<file path="config.mk">
export PLATFORM = sky130hd
export DESIGN_NAME = multu_param
export DESIGN_NICKNAME = d
export VERILOG_FILES = /design/src/rtl/mult_pkg.sv /design/src/rtl/mult_cneg.sv /design/src/rtl/multu_param.sv
export SDC_FILE = /design/constraint.sdc
export NUM_CORES = 1
export LEC_CHECK = 0
export BUFFER_PORTS_ARGS = -buffer_cell sky130_fd_sc_hd__buf_4
export CAP_MARGIN = 10
export CORE_ASPECT_RATIO = 1.4
export CORE_UTILIZATION = 60
export DETAILED_ROUTE_END_ITERATION = 6
export HOLD_SLACK_MARGIN = 0.03
export MAX_ROUTING_LAYER = met4
export PLACE_DENSITY = 0.79
export SLEW_MARGIN = 0
export SYNTH_ARGS = -nofsm -noshare
export SYNTH_HDL_FRONTEND = slang
export SYNTH_SLANG_ARGS = --single-unit
</file>
<file path="constraint.sdc">
create_clock -name clk -period 4.65 [get_ports clk]
set_input_delay 0.465 -clock clk [delete_from_list [all_inputs] [get_ports clk]]
set_output_delay 0.465 -clock clk [all_outputs]
set_load 0.05 [all_outputs]
</file>
<file path="src/rtl/mult_pkg.sv">
// Shared definitions for the sequential multiply unit:
// controller state encoding and the default operand width.
package mult_pkg;

  localparam int DEF_WIDTH = 32;

  typedef enum logic [1:0] {
    IDLE,
    RUN,
    FIX
  } state_e;

endpackage

</file>
<file path="src/rtl/mult_cneg.sv">
// Conditional two's-complement negator: passes the input through,
// or returns its negation when en is set.
module mult_cneg #(
  parameter int W = 32
) (
  input  logic [W-1:0] in_v,
  input  logic         en,
  output logic [W-1:0] out_v
);

  assign out_v = en ? (~in_v + W'(1)) : in_v;

endmodule

</file>
<file path="src/rtl/multu_param.sv">
// Shift-add multiplier, one multiplier bit per clock, with a
// signed mode: operands become magnitudes and the sign is fixed up last.
module multu_param
  import mult_pkg::*;
#(
  parameter int WIDTH = DEF_WIDTH
) (
  input  logic             clk,
  input  logic             reset,
  input  logic [WIDTH-1:0] a,
  input  logic [WIDTH-1:0] b,
  input  logic             is_signed,
  input  logic             doMult,
  output logic             busy,
  output logic             mult_done,
  output logic [WIDTH-1:0] out_hi,
  output logic [WIDTH-1:0] out_lo
);

  localparam int CNT_W = $clog2(WIDTH) + 1;
  localparam logic [CNT_W-1:0] LAST = CNT_W'(WIDTH - 1);

  state_e           state_q, state_d;
  logic [CNT_W-1:0] cnt_q, cnt_d;
  logic [WIDTH-1:0] mcand_q, mcand_d;
  logic [WIDTH-1:0] acc_q, acc_d;
  logic [WIDTH-1:0] mplier_q, mplier_d;
  logic             neg_q, neg_d;
  logic             busy_q, busy_d;
  logic             done_q, done_d;
  logic [WIDTH-1:0] hi_q, hi_d;
  logic [WIDTH-1:0] lo_q, lo_d;

  logic [WIDTH-1:0]   a_mag, b_mag;
  logic [WIDTH:0]     acc_sum;
  logic [2*WIDTH-1:0] prod_fix;

  mult_cneg #(.W(WIDTH)) u_neg_a (
    .in_v  (a),
    .en    (is_signed & a[WIDTH-1]),
    .out_v (a_mag)
  );

  mult_cneg #(.W(WIDTH)) u_neg_b (
    .in_v  (b),
    .en    (is_signed & b[WIDTH-1]),
    .out_v (b_mag)
  );

  mult_cneg #(.W(2*WIDTH)) u_neg_p (
    .in_v  ({acc_q, mplier_q}),
    .en    (neg_q),
    .out_v (prod_fix)
  );

  // Carry lands in acc_sum[WIDTH] and is shifted back into the accumulator.
  always_comb begin
    acc_sum = {1'b0, acc_q}
            + (mplier_q[0] ? {1'b0, mcand_q} : '0);
  end

  always_comb begin
    state_d  = state_q;
    cnt_d    = cnt_q;
    mcand_d  = mcand_q;
    acc_d    = acc_q;
    mplier_d = mplier_q;
    neg_d    = neg_q;
    busy_d   = busy_q;
    done_d   = 1'b0;
    hi_d     = hi_q;
    lo_d     = lo_q;
    unique case (state_q)
      IDLE: begin
        if (doMult) begin
          mcand_d  = a_mag;
          mplier_d = b_mag;
          neg_d    = is_signed & (a[WIDTH-1] ^ b[WIDTH-1]);
          acc_d    = '0;
          cnt_d    = '0;
          busy_d   = 1'b1;
          state_d  = RUN;
        end
      end
      RUN: begin
        acc_d    = acc_sum[WIDTH:1];
        mplier_d = {acc_sum[0], mplier_q[WIDTH-1:1]};
        cnt_d    = cnt_q + CNT_W'(1);
        if (cnt_q == LAST) state_d = FIX;
      end
      FIX: begin
        {hi_d, lo_d} = prod_fix;
        done_d  = 1'b1;
        busy_d  = 1'b0;
        state_d = IDLE;
      end
      default: state_d = IDLE;
    endcase
  end

  always_ff @(posedge clk) begin
    if (reset) begin
      state_q  <= IDLE;
      cnt_q    <= '0;
      mcand_q  <= '0;
      acc_q    <= '0;
      mplier_q <= '0;
      neg_q    <= 1'b0;
      busy_q   <= 1'b0;
      done_q   <= 1'b0;
      hi_q     <= '0;
      lo_q     <= '0;
    end else begin
      state_q  <= state_d;
      cnt_q    <= cnt_d;
      mcand_q  <= mcand_d;
      acc_q    <= acc_d;
      mplier_q <= mplier_d;
      neg_q    <= neg_d;
      busy_q   <= busy_d;
      done_q   <= done_d;
      hi_q     <= hi_d;
      lo_q     <= lo_d;
    end
  end

  assign busy      = busy_q;
  assign mult_done = done_q;
  assign out_hi    = hi_q;
  assign out_lo    = lo_q;

endmodule

</file>
==> flow_summary.json <==
{
  "wl_um": 25700,
  "cp.arrival_ns": 3.85,
  "fmax_mhz": 279,
  "cpPeakStageDelay_ns": 0.92,
  "initial_utilization_pct": 61.2,
  "setup_tns_ns": 0,
  "cp-startpoint": "mplier_q[0]",
  "required_ns": 4.92,
  "reg2reg_setup_slack_ns": 1.07,
  "numCtsBuffers": 17,
  "hpwl_um": 19100,
  "yosys_warnings": 0,
  "fin_crit_ns": 3.58,
  "multiInputGateArea_um2": 6430,
  "cts-resized-gates": 0,
  "hold_depth": 3,
  "syn2layout_area_growth_pct": 16.2,
  "cts-htree-levels": 4,
  "routed-via-count": 9672,
  "fin_nets": 1495,
  "place_area_um2": 11200,
  "yosysSeqAreaShare_pct": 33.5,
  "min_path_type": "in2reg",
  "synth-xor-area-share_pct": 12.2,
  "drv_slew": 0,
  "regToRegStartpoint": "mplier_q[0]",
  "drtPass1Iterations": 7,
  "hold_buffers": 0,
  "grt_use_total_pct": 30.2,
  "skew_ns": 0.00958,
  "drt_iter0_drc": 886,
  "wire_per_inst_um": 16.0,
  "synthArstFlopShare_pct": 0,
  "synth_ff_type": "dfxtp_1",
  "diodes": 0,
  "ant_nets": 0,
  "layout_commonest_cell": "nand2_1",
  "setup_violations": 0,
  "antenna_found_initial": 0,
  "failed_checks": "design-rule violations",
  "synth-simple-area-share_pct": 21.6,
  "ir_worst_vdd_mv": 0.276,
  "r2r_cells": 10,
  "ys_types": 62,
  "post-cts-setup-buffers": 0,
  "netlist_instances": 1312,
  "synth-compound-area-share_pct": 24.0,
  "drc": 14,
  "synth-edff-count": 0,
  "hold_viol": 0,
  "status": "finished, violations left",
  "cts-root-buf": "clkbuf_16",
  "clock-sinks": 171,
  "finalWorstSetupSlack_ns": 1.07,
  "synth_area_um2": 10200,
  "gp_congestion": 0.998,
  "seqCellArea_um2": 3420,
  "drv_cap": 0,
  "grt-ovfl-total": 0,
  "crit_buf_inv": 0,
  "synth.area.mux_share_pct": 0.306,
  "core-area_um2": 16700,
  "dp_slack_ns": 1.10,
  "vias_per_cell": 6.02,
  "leakage_uw": 0.00472,
  "critPathSlowestCell": "dfxtp_1",
  "synth_fp_nets": 1417,
  "final_cell_mix": "183 x nand2_1, 170 x dfxtp_1, 142 x buf_4, 117 x o21ai_0, 102 x xor2_1",
  "grt_start_max_net_pins": 92,
  "die_w_um": 112,
  "path_clk_slew_ns": 0.07,
  "synthAdderAreaFrac_pct": 4.61,
  "critPathLaunchType": "register",
  "synth_top_family_by_area": "compound AO/OA/AOI/OAI gates",
  "clockBufferDepth": 2,
  "end_kind": "register",
  "first_global_vias": 8499,
  "worst_slew_pin_slew_ns": 1.12,
  "die_area_um2": 17600,
  "layout-drive-gt1-share_pct": 13.5,
  "final_cell_area_um2": 11900,
  "dieHeight_um": 156,
  "critPathTopFamily": "compound AO/OA/AOI/OAI gates",
  "fin_crit_sh_pct": 77.0,
  "avgSynthCellArea_um2": 7.78,
  "rows": 56,
  "fill_cells": 1450,
  "clock_latency_ns": 0.43,
  "ys_seq_elements": 171,
  "rsz0062_at_grt": "no",
  "path_cells": "and2_1 > ha_1 > a21o_1 > a31o_2 > o211ai_1 > a21oi_1 > a41o_1 > a31oi_1 > mux2i_1 > o21ai_0",
  "r2r-end": "acc_q[30]",
  "io_pins": 134,
  "portBuffers": 133,
  "power_density_nw_per_um2": 304,
  "cts_tree": "yes",
  "grt_pass1_wl_um": 41600,
  "crit_type": "reg2reg",
  "crit_end": "acc_q[30]",
  "crit_cells": 10,
  "cp_max_fo": 36,
  "relSlewSlack_pct": 25.1
}
metal layers:
metal	vias to the layer above	part of all wire, %	track usage, %
met1	4444	46	39.5
met4	0	2.3	10.4
met5	-	0	-
li1	4860	-	-
met2	327	46	47.7
met3	41	5.7	4.26
cell usage after synthesis (16+ instances only):
library cell  number  area [um2]
a22oi_1           25         188
nor2_1            89         334
nand2_1          183         687
nor3_1            16        80.1
xnor2_1           40         350
a211oi_1          28         210
a21o_1            17         128
a21oi_1           95         475
inv_1             18        67.6
nand3_1           34         170
xor2_1           102         893
or3_1             16         100
dfxtp_1          171        3420
o21ai_0          117         586
or4_1             16         120
clkbuf_1          73         274
and2_1            34         213
ha_1              36         450
o31ai_1           30         225
o21ai_1           20         100
worst min-delay path by stage:
| stage | start | endpoint |
|---|---|---|
| floorplan | mcand_q[15] | mcand_q[15] |
| global placement | out_hi[22] | out_hi[22] |
| detailed placement | out_hi[21] | out_hi[21] |
| CTS | a[0] | mcand_q[0] |
| global route | a[0] | mcand_q[0] |
| finish | a[0] | mcand_q[0] |
per-stage QoR:
step / power (uW) / util [%] / std cells / hold slack (ns)
after floorplan: 1940 / - / 1312 / 0.427
after global placement: 2100 / 67.4 / 1574 / 0.435
after detailed placement: 2120 / 67.4 / 1574 / 0.444
after CTS: 3620 / 71.1 / 1606 / 0.315
after global routing: 3740 / 71.1 / 1606 / 0.322
final: 3610 / 71.1 / 1606 / 0.324
power by group:
group          leakage (uW)  total, uW  internal (uW)  switching [uW]
logic               0.00303        498            199             299
clock network      0.000302       1520            880             641
registers           0.00139       1590           1520            73.6
cells by family after synthesis:
| group | after synthesis |
|---|---|
| and+or+nand+nor | 459 |
| AOI/OAI and AO/OA | 399 |
| DFF | 171 |
| xor gates and xnor gates | 142 |
| buffers and inverters | 101 |
| adders and majority gates | 37 |
| muxes | 3 |
final cells by class:
cell class / instances / area share, %
inverter: 18 / 0.569
multi-input combinational: 1040 / 54.2
sequential: 171 / 28.9
tap: 203 / 2.14
clock inverter: 12 / 1.48
clock buffer: 20 / 3.77
timing repair buffer: 142 / 8.99
sequential cells by signal, summed over array words and instances, names as in the netlist:
| name | flops |
|---|---|
| acc_q | 32 |
| busy | 1 |
| cnt_q | 6 |
| mcand_q | 32 |
| mplier_q | 32 |
| mult_done | 1 |
| neg_q | 1 |
| out_hi | 32 |
| out_lo | 32 |
| state_q | 2 |
worst reg2reg max path: stages, from the launching register on:
cell,delay (ns)
dfxtp_1,0.92
and2_1,0.23
ha_1,0.28
a21o_1,0.21
a31o_2,0.23
o211ai_1,0.30
a21oi_1,0.22
a41o_1,0.31
a31oi_1,0.41
mux2i_1,0.23
o21ai_0,0.09
No activity file was read; power rests on OpenSTA's default activity.
